**src/rtl/mux_nx1_arb_if.sv**
```systemverilog
// Bundle of the producer-side and consumer-side handshake signals of mux_nx1_arb.
// The slave modport is the mux itself; the master modport is whoever drives it.
interface mux_nx1_arb_if #(
  parameter int N = 4,
  parameter int W = 8
);
  localparam int SW = $clog2(N);

  logic [N-1:0]   in_valid;
  logic [N*W-1:0] in_data;
  logic [N-1:0]   in_ready;
  logic           mode;
  logic [SW-1:0]  sel;
  logic           out_valid;
  logic [W-1:0]   out_data;
  logic [SW-1:0]  out_grant;
  logic           out_ready;

  modport master (
    output in_valid, in_data, mode, sel, out_ready,
    input  in_ready, out_valid, out_data, out_grant
  );

  modport slave (
    input  in_valid, in_data, mode, sel, out_ready,
    output in_ready, out_valid, out_data, out_grant
  );
endinterface

```
**src/rtl/mux_nx1_arb.sv**
```systemverilog
// N-to-1 registered multiplexer with per-channel valid/ready.
// Source is either a fixed index (mode=0, sel) or a round-robin arbiter (mode=1).
// A single output register decouples the chosen producer from the consumer.
module mux_nx1_arb #(
  parameter int N = 4,
  parameter int W = 8
) (
  input  logic          clk,
  input  logic          rst,
  mux_nx1_arb_if.slave  bus
);
  localparam int SW = $clog2(N);

  localparam logic [0:0] S_EMPTY = 1'b0;
  localparam logic [0:0] S_FULL  = 1'b1;

  logic [0:0]    state;
  logic [W-1:0]  data_q;
  logic [SW-1:0] grant_q;
  logic [SW-1:0] ptr;

  logic          load_en;
  logic          gnt_vld;
  logic [SW-1:0] gnt;
  logic [N-1:0]  hi_mask;
  logic [N-1:0]  hi_req;
  logic          hi_vld;
  logic [SW-1:0] hi_idx;
  logic          lo_vld;
  logic [SW-1:0] lo_idx;
  logic          accept;
  logic [SW-1:0] ptr_next;
  logic [W-1:0]  mux_data;
  logic [N-1:0]  ready;

  assign load_en = (state == S_EMPTY) || bus.out_ready;

  // Rotating priority without modulo arithmetic: the lowest requester at or
  // above ptr wins; if there is none, the search wraps to the lowest requester overall.
  assign hi_mask = {N{1'b1}} << ptr;
  assign hi_req  = bus.in_valid & hi_mask;

  // Grant selection for both select mode and round-robin mode.
  always_comb begin
    gnt_vld = 1'b0;
    gnt     = '0;
    hi_vld  = 1'b0;
    hi_idx  = '0;
    lo_vld  = 1'b0;
    lo_idx  = '0;
    if (!bus.mode) begin
      for (int unsigned k = 0; k < N; k++) begin
        if (bus.sel == SW'(k) && bus.in_valid[k]) begin
          gnt_vld = 1'b1;
          gnt     = SW'(k);
        end
      end
    end else begin
      for (int unsigned k = 0; k < N; k++) begin
        if (hi_req[k] && !hi_vld) begin
          hi_vld = 1'b1;
          hi_idx = SW'(k);
        end
        if (bus.in_valid[k] && !lo_vld) begin
          lo_vld = 1'b1;
          lo_idx = SW'(k);
        end
      end
      gnt_vld = lo_vld;
      gnt     = hi_vld ? hi_idx : lo_idx;
    end
  end

  assign accept   = !rst && load_en && gnt_vld;
  assign ptr_next = (gnt == SW'(N - 1)) ? '0 : gnt + SW'(1);

  // Data steering and the one-hot ready decode for the granted channel.
  always_comb begin
    mux_data = '0;
    ready    = '0;
    for (int unsigned k = 0; k < N; k++) begin
      if (gnt == SW'(k)) begin
        mux_data = bus.in_data[k*W +: W];
        ready[k] = accept;
      end
    end
  end

  // Output register, fill state and round-robin pointer.
  always_ff @(posedge clk) begin
    if (rst) begin
      state   <= S_EMPTY;
      data_q  <= '0;
      grant_q <= '0;
      ptr     <= '0;
    end else begin
      if (accept) begin
        state   <= S_FULL;
        data_q  <= mux_data;
        grant_q <= gnt;
        if (bus.mode) begin
          ptr <= ptr_next;
        end
      end else if (bus.out_ready) begin
        state <= S_EMPTY;
      end
    end
  end

  assign bus.in_ready  = ready;
  assign bus.out_valid = (state == S_FULL);
  assign bus.out_data  = data_q;
  assign bus.out_grant = grant_q;
endmodule

```
**src/flat_wrapper.sv**
```systemverilog
// flat-port wrapper written by rule: the top's interface ports become plain ports
module mux_nx1_arb_flat 
#(
  parameter int N = 4,
  parameter int W = 8
)
  (clk, rst, bus_in_valid, bus_in_data, bus_mode, bus_sel, bus_out_ready, bus_in_ready, bus_out_valid, bus_out_data, bus_out_grant);
  mux_nx1_arb_if #(.N(N), .W(W)) bus_i ();
  input  logic clk;
  input  logic rst;
  input wire logic [$bits(bus_i.in_valid)-1:0] bus_in_valid;
  input wire logic [$bits(bus_i.in_data)-1:0] bus_in_data;
  input wire logic [$bits(bus_i.mode)-1:0] bus_mode;
  input wire logic [$bits(bus_i.sel)-1:0] bus_sel;
  input wire logic [$bits(bus_i.out_ready)-1:0] bus_out_ready;
  output wire logic [$bits(bus_i.in_ready)-1:0] bus_in_ready;
  output wire logic [$bits(bus_i.out_valid)-1:0] bus_out_valid;
  output wire logic [$bits(bus_i.out_data)-1:0] bus_out_data;
  output wire logic [$bits(bus_i.out_grant)-1:0] bus_out_grant;
  assign bus_i.in_valid = bus_in_valid;
  assign bus_i.in_data = bus_in_data;
  assign bus_i.mode = bus_mode;
  assign bus_i.sel = bus_sel;
  assign bus_i.out_ready = bus_out_ready;
  assign bus_in_ready = bus_i.in_ready;
  assign bus_out_valid = bus_i.out_valid;
  assign bus_out_data = bus_i.out_data;
  assign bus_out_grant = bus_i.out_grant;
  mux_nx1_arb #(.N(N), .W(W)) u_core (.clk(clk), .rst(rst), .bus(bus_i));
endmodule
```
**config.mk**
```make
export PLATFORM = sky130hd
export DESIGN_NAME = mux_nx1_arb_flat
export DESIGN_NICKNAME = d
export VERILOG_FILES = /design/src/rtl/mux_nx1_arb_if.sv /design/src/rtl/mux_nx1_arb.sv /design/src/flat_wrapper.sv
export SDC_FILE = /design/constraint.sdc
export NUM_CORES = 1
export LEC_CHECK = 0
export CAP_MARGIN = 5
export CORE_AREA = 2 2 43 74
export CTS_BUF_LIST = sky130_fd_sc_hd__clkbuf_16
export DETAILED_ROUTE_END_ITERATION = 10
export DIE_AREA = 0 0 45 76
export PLACE_DENSITY = 0.85
export SLEW_MARGIN = 20
export SYNTH_ARGS = -nofsm -noshare
export SYNTH_HDL_FRONTEND = slang
export SYNTH_SLANG_ARGS = --single-unit
export TNS_END_PERCENT = 100
```
**constraint.sdc**
```tcl
create_clock -name clk -period 4.39 [get_ports clk]
set_input_delay 1.317 -clock clk [delete_from_list [all_inputs] [get_ports clk]]
set_output_delay 1.317 -clock clk [all_outputs]
set_load 0.01 [all_outputs]
```
### Word level (Yosys, flattened, before mapping)

Index checks and enable logic that the tools add are counted.

* output and inout port bits: 15
* register bits after elaboration: 13
* bits of input ports: 42
* logic and storage cells: 80

* reductions and logical operators: 24
* multiplexer cells: 42
* shift operators: 1
* bitwise gates (word level): 2
* add/subtract/negate cells: 1
* equal/unequal tests: 6

Operators by type and width (number)
* $mux 8: 4
* $mux 1: 29
* $mux 2: 9
* $logic_and 1x1->1: 12
* $eq 2x2->1 const B: 4
* $logic_not 1->1: 7
* $and 4x4->4: 1
* $eq 2x1->1 const B: 2
* $logic_not 2->1: 2
* $shl 4x2->4 const A: 1
* $add 2x1->2 const B: 1
* $reduce_and 2->1: 1
* $reduce_bool 2->1: 1
* $logic_or 1x1->1: 1
* $not 1->1: 1

### Depth between registers and ports, before layout

* depth after elaboration: 23
* mapped depth: 10
* depth with buffers taken out: 9

### Worst setup path after synthesis

No wires, ideal clock.

* kind: input to output
* start: input bus_in_valid[0]
* end: output bus_in_ready[3]
* path slack: 0.168 ns
* arrival time: 2.905 ns
* data required time: 3.073 ns
* path buffers: 2
* cell stages on the path: 7
* cells stage by stage: nand2_1 > o21ai_0 > o32ai_1 > ha_1 > buf_1 > clkbuf_1 > and3_1

* word-level cells in the longest chain between the ends: 19
* elaborated cells between the ends (all ways): 45
* classes of those cells: eq/ne (1); mux (29); bitwise (1); reduce/logical (14)

RTL lines
* start: declaration: line flat_wrapper.sv:11 `input wire logic [$bits(bus_i.in_valid)-1:0] bus_in_valid;`
* $and 4x4->4: line mux_nx1_arb.sv:41 `assign hi_req = bus.in_valid & hi_mask;`
* $mux 1: line mux_nx1_arb.sv:60 `if (hi_req[k] && !hi_vld) begin`
* $mux 1: line mux_nx1_arb.sv:51 `if (!bus.mode) begin`
* $logic_not 1->1: line mux_nx1_arb.sv:60
* $logic_and 1x1->1: line mux_nx1_arb.sv:60
* $mux 1: line mux_nx1_arb.sv:60
* $mux 1: line mux_nx1_arb.sv:51
* $logic_not 1->1: line mux_nx1_arb.sv:60
* [4 not listed]
* $logic_and 1x1->1: line mux_nx1_arb.sv:60
* $mux 1: line mux_nx1_arb.sv:60
* $mux 1: line mux_nx1_arb.sv:51
* $mux 2 (*): line mux_nx1_arb.sv:70 `gnt = hi_vld ? hi_idx : lo_idx;`
* $mux 2 (*): line mux_nx1_arb.sv:51
* via u_core.gnt[0]: line mux_nx1_arb.sv:24 `logic [SW-1:0] gnt;`
* $eq 2x2->1 (*): line mux_nx1_arb.sv:82 `if (gnt == SW'(k)) begin`
* $mux 1 (*): line mux_nx1_arb.sv:82
* end: declaration: line flat_wrapper.sv:16 `output wire logic [$bits(bus_i.in_ready)-1:0] bus_in_ready;`

The timed path passes the listed nets; every way through them passes the cells marked *. The select of a mux whose other input is x is not followed.

### Worst setup path in the final report

* start: input bus_sel[0]
* end: output bus_in_ready[1]

* word-level cells in the longest chain between the ends: 9
* elaborated cells between the ends (all ways): 20
* classes of those cells: eq/ne (4); mux (10); reduce/logical (6)

RTL lines
* start: declaration: line flat_wrapper.sv:14 `input wire logic [$bits(bus_i.sel)-1:0] bus_sel;`
* $logic_not 2->1: line mux_nx1_arb.sv:53 `if (bus.sel == SW'(k) && bus.in_valid[k]) begin`
* $logic_and 1x1->1: line mux_nx1_arb.sv:53
* $mux 1 (4 in a row): line mux_nx1_arb.sv:53
* $mux 1: line mux_nx1_arb.sv:51
* $logic_and 1x1->1: line mux_nx1_arb.sv:74 `assign accept = !rst && load_en && gnt_vld;`
* $mux 1 (*): line mux_nx1_arb.sv:82

Mark *: on every way between the ends. The rest lies on a longest branch, timed or not.

==> flow_summary.toml <==
[yosys]
synth_top_area_share_pct = 24.62
synth_edf_count = 0
yosys_warnings = 0
ys_ff_latch = 13
synthCells = 119
synth_area_per_cell_sq_um = 8.885
synthTopCellsByArea = "dfxtp_1, a311oi_2, a211o_1"
synth_top_flop_cell = "dfxtp_1"
yosysTopAreaCell = "dfxtp_1"
synth.net_count = 165
yosysSeqAreaShare_pct = 24.62
async_flop_share_pct = 0
syn_area_sq_um = 1057
yosys-top-cells-count = "a21oi_1, dfxtp_1, inv_1"
ys_types = 30

[die]
dieArea_sq_um = 3420
initial_core_util_pct = 36.93
io_pins = 57
num_rows = 26
die_x_microns = 45
die_h_microns = 76
core_sq_um = 2863

[layout]
drive_gt1_share_pct = 23.98
fin_nets = 243
fillers = 247
antennaDiodeCount = 0
synthToLayoutAreaGrowth_pct = 74.44
final-instance-count-excl-fill = 224
utilization_pct = 64.42

[global_routing]
grt_pass1_vias = 1357
grt_max_degree = 17
antenna_found_initial = 0
grt_use_total_pct = 22.29
grt_overflow = 0
grt_pass1_wl_microns = 5754

[worst_setup_path]
max_stage_delay_ps = 530
crit_arrival_ps = 3060
worstRegToRegCells = 10
end_kind = "output pin"
cp_cell_sequence = "clkdlybuf4s50_1, mux2i_2, o32a_1, buf_4, ha_1, and3_1, dlygate4sd2_1"
path_max_fanout = 3
timing.critical_path.from_type = "input pin"
crit_required_ps = 3070
cp_slowest_cell = "clkdlybuf4s50_1"
worstSetupPathType = "in2out"

[clock_tree]
ctsHoldBuffers = 0
htree_num_levels = 1
clock_latency_ps = 240
root_buffer = "clkbuf_16"
cts_buffer_depth = 2
cts.clk_slew.worst_paths_ps = 40
cts_buffers = 3
cts_tree = "done"
clock_sinks = 13

[place]
dp_cells = 215
place_ws_ps = -351.9
dp_hpwl_microns = 2831
io_buffer_count = 56
gp_congestion = 0.8743

[sta]
worst_pin_slew_ps = 601.1
hold_viol = 0
layout_setup_ws_ps = 15.35
skew_ps = 1.273
fmax_ghz = 0.2286
fin_crit_ps = 4375
relSlewSlack_pct = 59.55
period_share_pct = 99.65
finalSetupTns_ps = 0
slew_viol_final = 0
setup_viol = 0

[job]
max_cap_viol_count = 0

[route]
drt-wirelength-per-cell_microns = 16.02
drtPass1Iterations = 4
drc = 0
vias = 1257
via_per_inst = 5.612
routed_wl_microns = 3589
ant_nets = 0
drt_iter0_markers = 16

[status]
status = "completed"

[pwr]
p_leak_nw = 0.8200
vdd_drop_max_mv = 0.1960
power-per-cell-area_nw_per_um2 = 281.4
finalPower_uw = 519.0

[min_path]
min_path_cells = 2
hp-class = "reg2reg"
==> placed cells by master (no fill, tap or decap), drive strengths merged <==
cell            n
clkdlybuf4s50  46
buf            27
a21oi          13
inv            13
dfxtp          13
nand2          10
a211o           8
a311oi          8
a221oi          7
dlygate4sd2     6
mux2i           6
clkbuf          5
nand2b          4
nor2            4
and3            4
ha              4
nor2b           3
a211oi          3
a22oi           2
nor4            2
o21ai           1
o32ai           1
o32a            1
and2b           1
and2            1
and3b           1
o2bb2ai         1
dlymetal6s2s    1
==> metal layers <==
metal	up-vias	track usage, %	wire length [microns]
met3	9	2.607	179
met1	589	19.68	1142
met5	-	0	0
li1	603	-	-
met2	56	44.14	2157
met4	0	10.59	109
==> power by group <==
group          total (mW)  switching, mW  internal, mW
Clock               0.170         0.0499         0.120
Sequential          0.140        0.00854         0.131
Combinational       0.209         0.0901         0.119
==> repair_timing <==
action	4_1_cts	5_1_grt
resized for setup	13	6
buffers inserted	5	0
setup endpoints to repair	4	4
pin swaps	2	2
==> sequential cells by signal (all words and copies together), names as in the netlist <==
signal                flops
u_core.bus.out_grant      2
u_core.bus.out_valid      1
u_core.bus.out_data       8
u_core.ptr                2
==> layout make-up <==
type	count	area (sq um)	share of cell area, %
Timing Repair Buffer	82	735.7	39.89
Inverter	12	45.04	2.442
Tap cell	28	35.03	1.900
Sequential cell	13	260.3	14.11
Clock inverter	1	3.754	0.2035
Clock buffer	3	75.07	4.071
Multi-Input combinational cell	85	689.4	37.38
==> logic make-up (layout without fill, tap and decap cells) <==
logic type,count (synthesis),count (layout),synth area share (%)
AO/OA/AOI/OAI,45,45,38.70
adder cells (fa/ha/maj),4,4,4.734
buffers and inverters,21,98,10.77
flip-flops,13,13,24.62
multiplexers,6,6,5.681
AND/OR/NAND/NOR,30,30,15.50
==> per-stage QoR <==
stage,area (sq um),hold WS (ps)
3_3_place_gp,1742,486.8
6_report,1844,466.8
5_1_grt,1844,497.9
3_5_place_dp,1742,461.6
2_1_floorplan,1057,469.6
4_1_cts,1853,469.7
==> final timing paths <==
check | start | endpoint | slack (ps)
max reg2reg | u_core.ptr[1] | u_core.bus.out_data[2] | 1730
min reg2reg | u_core.bus.out_grant[0] | u_core.bus.out_grant[0] | 470
min | u_core.bus.out_grant[0] | u_core.bus.out_grant[0] | 470
max | bus_sel[0] | bus_in_ready[1] | 20
==> critical path: cells and delay by family <==
family	cells	cell delay, ps
buffers and inverters	3	920
muxes	1	290
adders and majority gates	1	150
and+or+nand+nor	1	140
AOI/OAI and AO/OA	1	240
Note: power is estimated with default switching activity, not from simulation.
